<file path="config.mk">
export PLATFORM = sky130hd
export DESIGN_NAME = ps2_scancode_decoder
export DESIGN_NICKNAME = d
export VERILOG_FILES = /design/src/rtl/ps2_scancode_decoder.sv
export SDC_FILE = /design/constraint.sdc
export NUM_CORES = 1
export LEC_CHECK = 0
export ABC_AREA = 0
export CAP_MARGIN = 20
export CORE_MARGIN = 2
export CORE_UTILIZATION = 57
export DETAILED_ROUTE_END_ITERATION = 7
export PLACE_DENSITY = 0.88
export SLEW_MARGIN = 20
export SYNTH_ARGS = -nofsm -noshare
export SYNTH_HDL_FRONTEND = slang
export SYNTH_SLANG_ARGS = --single-unit
</file>
<file path="constraint.sdc">
create_clock -name CLOCK_50 -period 3.75 [get_ports CLOCK_50]
set_clock_uncertainty 0.15 [all_clocks]
set_input_delay 0.75 -clock CLOCK_50 [delete_from_list [all_inputs] [get_ports CLOCK_50]]
set_output_delay 0.75 -clock CLOCK_50 [all_outputs]
set_load 0.05 [all_outputs]
</file>
<file path="src/rtl/ps2_scancode_decoder.sv">
// PS/2 Set-2 scan-code decoder.
// Turns the raw byte stream from PS2_Controller into one registered event per
// complete make/break code (E0 extended and F0 break prefixes), and tracks
// whether the accelerate and brake keys are currently held down.
module ps2_scancode_decoder #(
    parameter logic [7:0] ACCEL_CODE     = 8'h73,
    parameter logic [7:0] BRAKE_CODE     = 8'h72,
    parameter int         TIMEOUT_CYCLES = 50000
) (
    input  logic       CLOCK_50,
    input  logic       reset,
    input  logic [7:0] received_data,
    input  logic       received_data_en,
    output logic       key_event,
    output logic [7:0] key_code,
    output logic       key_extended,
    output logic       key_release,
    output logic       accel_held,
    output logic       brake_held,
    output logic [1:0] accel,
    output logic       seq_error
);

    localparam logic [7:0] B_E0 = 8'hE0;
    localparam logic [7:0] B_F0 = 8'hF0;
    localparam logic [7:0] B_FA = 8'hFA;
    localparam logic [7:0] B_AA = 8'hAA;
    localparam int         CNT_W = (TIMEOUT_CYCLES > 1) ? $clog2(TIMEOUT_CYCLES) : 1;
    localparam logic [CNT_W-1:0] CNT_LAST = CNT_W'(TIMEOUT_CYCLES - 1);

    typedef enum logic [1:0] {S_IDLE, S_E0, S_F0, S_E0F0} state_t;

    state_t           state;
    state_t           nxt_state;
    logic [CNT_W-1:0] idle_cnt;
    logic             timeout;
    logic             dec_emit;
    logic             dec_err;
    logic             dec_ext;
    logic             dec_rel;

    // Prefix aborted when the keyboard goes quiet for too long mid-sequence.
    assign timeout = (state != S_IDLE) && (idle_cnt == CNT_LAST);

    // What the current byte means given the prefixes already seen.
    always_comb begin
        nxt_state = state;
        dec_emit  = 1'b0;
        dec_err   = 1'b0;
        dec_ext   = 1'b0;
        dec_rel   = 1'b0;
        case (state)
            S_IDLE: begin
                if (received_data == B_E0)
                    nxt_state = S_E0;
                else if (received_data == B_F0)
                    nxt_state = S_F0;
                else if (received_data != B_FA && received_data != B_AA)
                    dec_emit = 1'b1;   // ack / BAT-pass bytes are not keys
            end
            S_E0: begin
                if (received_data == B_F0) begin
                    nxt_state = S_E0F0;
                end else begin
                    nxt_state = S_IDLE;
                    if (received_data == B_E0) begin
                        dec_err = 1'b1;
                    end else begin
                        dec_emit = 1'b1;
                        dec_ext  = 1'b1;
                    end
                end
            end
            S_F0, S_E0F0: begin
                nxt_state = S_IDLE;
                if (received_data == B_E0 || received_data == B_F0) begin
                    dec_err = 1'b1;
                end else begin
                    dec_emit = 1'b1;
                    dec_rel  = 1'b1;
                    dec_ext  = (state == S_E0F0);
                end
            end
            default: nxt_state = S_IDLE;
        endcase
    end

    // Sequence FSM with registered event, key info and held-key tracking.
    always_ff @(posedge CLOCK_50 or posedge reset) begin
        if (reset) begin
            state        <= S_IDLE;
            key_event    <= 1'b0;
            key_code     <= 8'h00;
            key_extended <= 1'b0;
            key_release  <= 1'b0;
            accel_held   <= 1'b0;
            brake_held   <= 1'b0;
            seq_error    <= 1'b0;
        end else begin
            key_event <= 1'b0;
            seq_error <= 1'b0;
            if (received_data_en) begin
                // A byte on the expiry cycle takes priority over the timeout.
                state     <= nxt_state;
                seq_error <= dec_err;
                if (dec_emit) begin
                    key_event    <= 1'b1;
                    key_code     <= received_data;
                    key_extended <= dec_ext;
                    key_release  <= dec_rel;
                    // Extended codes share final bytes with the tracked keys
                    // (E0 72 is down-arrow) and must not touch the held bits.
                    if (!dec_ext) begin
                        if (received_data == ACCEL_CODE)
                            accel_held <= !dec_rel;
                        if (received_data == BRAKE_CODE)
                            brake_held <= !dec_rel;
                    end
                end
            end else if (timeout) begin
                state     <= S_IDLE;
                seq_error <= 1'b1;
            end
        end
    end

    // Idle-cycle counter: runs only while a prefix is pending, saturates.
    always_ff @(posedge CLOCK_50 or posedge reset) begin
        if (reset)
            idle_cnt <= '0;
        else if (received_data_en || state == S_IDLE)
            idle_cnt <= '0;
        else if (idle_cnt != '1)
            idle_cnt <= idle_cnt + 1'b1;
    end

    // Drive direction only when exactly one of the two keys is down.
    always_comb begin
        accel = 2'b00;
        if (accel_held && !brake_held)
            accel = 2'b10;
        else if (brake_held && !accel_held)
            accel = 2'b01;
    end

endmodule
</file>
==> results.md <==
Die:
- In this run the horizontal extent of the chip is 58.2 um.
- The initialized floorplan defines 19 standard-cell rows.
- The die boundary height is 58.2 um.
- The total I/O pin count is 27.
- For this configuration, the core starts out at a cell density of 60.1%.
- The core footprint is 0.00278 mm^2.
- The die footprint is 0.00338 mm^2.

Layout:
- The area added between synthesis and finish is 21.6%.
- The ratio of cells with drive above 1 in the final layout is 15.5%.
- The library cell used most frequently in the layout, excluding fill and tap cells, is sky130_fd_sc_hd__dfrtp_1.
- At the end of the flow, the number of nets in the layout was 205.
- The repair_antennas step left the layout with diodes totalling 0.
- The number of inserted filler cells in the final layout is 199.
- Leaving out fill and tap cells, the most frequent cells in the layout are 32 x sky130_fd_sc_hd__dfrtp_1, 26 x sky130_fd_sc_hd__clkdlybuf4s50_1, 13 x sky130_fd_sc_hd__nor2_1.
- With fillers left out, the area of the finished cells amounts to 0.00203 mm^2.

Timing:
- The number of hold violations in the final report came to 0.
- At the pin with the least slew margin, the transition time is 0.693 ns.
- The least setup slack across all paths after layout is 1.13 ns.
- The smallest clock period supported by the final layout is computed as 2.62 ns.
- Setup repair after global routing left no endpoint under its margin.
- Summed over all failing endpoints, the final setup total negative slack is 0 ns.
- Across all hold checks on the routed design, the worst slack comes to 0.363 ns.
- After layout, the worst path uses 69.9% of the clock period.
- The highest clock frequency the design can meet is 382 MHz.
- The setup violation total in the final timing report is 0.
- The count of final max-slew check failures is 0.
- The relative slew slack is 53.4%.

Placed design:
- After legalization and detailed placement, the total HPWL measured 2.82 mm.
- The total cell area at the placement stage is 0.00197 mm^2.
- The final weighted congestion in routability-driven placement is 0.853.
- The post-placement setup slack is 0.991 ns.
- The count of buffers inserted at the top-level ports is 26.

Power and ir drop:
- Dividing total power by cell area gives a power density of 342 mW/mm^2.
- The register share of total power is 52.3%.
- The analysis attributes to net switching a power of 0.204 mW.
- Net switching is 29.3% of the power.
- The largest voltage drop on the vdd net is 0.356 mV.
- The share of power burned in the clock network is 30.3%.
- Cell internal power was estimated by the tool at 0.491 mW.
- The static power due to leakage is 0.821 nW.
- The combinational share of power is 17.4%.
- The total chip power is 0.695 mW.

Clock tree:
- The clock slew seen by the registers of the worst setup and hold paths is 0.11 ns.
- The tree is rooted in a sky130_fd_sc_hd__clkbuf_4.
- TritonCTS created 5 clock buffers.
- The total of cells resized after clock tree synthesis is 0.
- The TritonCTS clock tree is yes.
- The buffer count from post-CTS setup fixing is 0.
- The clock sink total is 32.
- In this run the deepest clock path goes through 2 buffers.
- Clock latency on the worst-skew pair, taken at its later pin, is 0.34 ns.
- For this design, the CTS-stage hold fixing added 0 buffers.
- The H-tree was split into 2 levels.

Logic synthesis:
- Counting flops and latches in the post-synthesis netlist gives 32.
- Sequential cells were found to cover 47.9% of the synthesized design area.
- The average instance in the mapped netlist occupies 10.4 um^2.
- Counting distinct cell types in the post-synthesis netlist gives 43.
- The mapped netlist covers 0.00167 mm^2.
- In the synthesized netlist, the number of instances is 161.
- In the synthesized netlist the async set-or-reset flop fraction comes to 100%.
- The number of nets produced by synthesis is 173.
- The number of synthesis warnings is 0.
- The predominant post-synthesis flop cell is sky130_fd_sc_hd__dfrtp_1.
- The synthesized design contains 0 enable-type register cells.

Route:
- Once detail routing completed, the nets flagged for antenna violations numbered 0.
- The total detailed-routing wirelength is 3.74 mm.
- The length of the first detailed-routing pass in iterations is 4.
- In this run, the number of DRC markers left after iteration 0 of detailed routing was 53.
- The post-detailed-route DRC marker count is 0.
- After detailed routing, the average wire length per cell comes to 16.6 um.
- The detailed router placed 1455 vias in this run.
- Dividing the detail-routed via count by the number of cells gives 6.47.

Worst setup path:
- The largest fanout on the critical path is 5.
- The required time at the endpoint of the critical path is 2.85 ns.
- Among all stages on the critical path, the largest delay is contributed by sky130_fd_sc_hd__clkdlybuf4s50_1.
- The type of the setup path with the least slack is flop to output port.
- STA classifies the critical path endpoint as an output port.
- The highest cell delay on the worst timing path is 0.80 ns.
- The arrival time at the worst endpoint is 1.72 ns.
- The worst setup path is launched from a flop.
- The signal on the critical path passes through nor2b_1 > clkdlybuf4s50_1.

Global route:
- The number of antenna violations at the first check in global routing is 0.
- The global-route wire length before repair is 6.47 mm.
- Across every metal layer, demand over resource in global routing totals 25.3%.
- The total overflow left after global routing is 0.
- The pin count of the biggest net entering global routing is 18.
- The number of global-route vias before repair is 1386.

Hold path:
- The worst min-delay path category is flop to flop.

Outcome:
- The flow ran to the end, and the final reports show no timing, DRC or antenna violations.

Run:
- The tool flagged a number of max-cap violations equal to 0.
worst paths after layout:
kind                       slack (ns)           end  depth (start not counted)        start
min                              0.36    accel_held                          1     state[1]
max reg2reg                      1.70  idle_cnt[15]                          5  idle_cnt[0]
min in group asynchronous        0.63   key_code[2]                          2        reset
max                              1.13      accel[0]                          2   brake_held
min reg2reg                      0.36    accel_held                          1     state[1]
max in group asynchronous        2.14  idle_cnt[15]                          3        reset
through the flow:
step,utilization [%],std cells
detailed placement,70.9,217
global placement,70.9,217
finish,73.1,225
global route,73.1,225
floorplan,-,161
CTS,73.1,225
cells in the mapped netlist (3+ instances only):
cell type                 count  area, um^2
sky130_fd_sc_hd__dfrtp_1     32         801
sky130_fd_sc_hd__nor4_1       4        25.0
sky130_fd_sc_hd__nor3_1       7        35.0
sky130_fd_sc_hd__inv_1        5        18.8
sky130_fd_sc_hd__nor4b_1      4        35.0
sky130_fd_sc_hd__nand3_1      6        30.0
sky130_fd_sc_hd__nand4_1      5        31.3
sky130_fd_sc_hd__nand2_1      9        33.8
sky130_fd_sc_hd__or3_1        4        25.0
sky130_fd_sc_hd__mux2_2      10         113
sky130_fd_sc_hd__o31ai_1      3        22.5
sky130_fd_sc_hd__o21ai_0     10        50.1
sky130_fd_sc_hd__or4_1        3        22.5
sky130_fd_sc_hd__a21oi_1      6        30.0
sky130_fd_sc_hd__nor2_1      13        48.8
registers in the layout (all words and copies together) (netlist names):
name          cells
key_code          8
key_extended      1
idle_cnt         16
key_release       1
state             2
brake_held        1
seq_error         1
accel_held        1
key_event         1
per-layer routing:
layer  track usage [%]  vias to the layer above  part of all wire (%)
li1                  -                      678                     -
met1              33.3                      716                    43
met2              39.9                       51                    50
met3              7.14                       10                   5.5
met4              9.30                        0                   2.0
met5                 0                        -                     0
power by group through the flow:
| stage | clock network [mW] | logic [mW] | registers (mW) |
|---|---|---|---|
| finish | 0.211 | 0.121 | 0.364 |
| floorplan | 0 | 0.0320 | 0.411 |
| CTS | 0.214 | 0.122 | 0.364 |
| global route | 0.226 | 0.127 | 0.366 |
| global placement | 0 | 0.119 | 0.370 |
| detailed placement | 0 | 0.121 | 0.371 |
worst max-delay path: cells and delay by family (launching register included):
kind,cells,cell delay [ns]
buffers and inverters,1,0.80
DFF,1,0.42
and+or+nand+nor,1,0.15
area by class of cell:
class | count | area (um^2) | share of cell area, %
well taps | 31 | 38.8 | 1.91
flip-flops and latches | 32 | 801 | 39.4
repair buffers | 28 | 275 | 13.5
clock inverters | 2 | 10.0 | 0.492
inverters | 5 | 18.8 | 0.923
multi-input cells | 121 | 838 | 41.2
clock buffers | 6 | 51.3 | 2.52
cell families after synthesis:
family | Yosys count | synth area share [%]
buffers and inverters | 8 | 1.95
and+or+nand+nor | 76 | 28.5
AOI/OAI and AO/OA | 30 | 11.9
DFF | 32 | 47.9
xor gates and xnor gates | 2 | 1.05
adders and majority gates | 1 | 0.748
muxes | 12 | 7.93
Note: power is estimated with default switching activity, not from simulation.
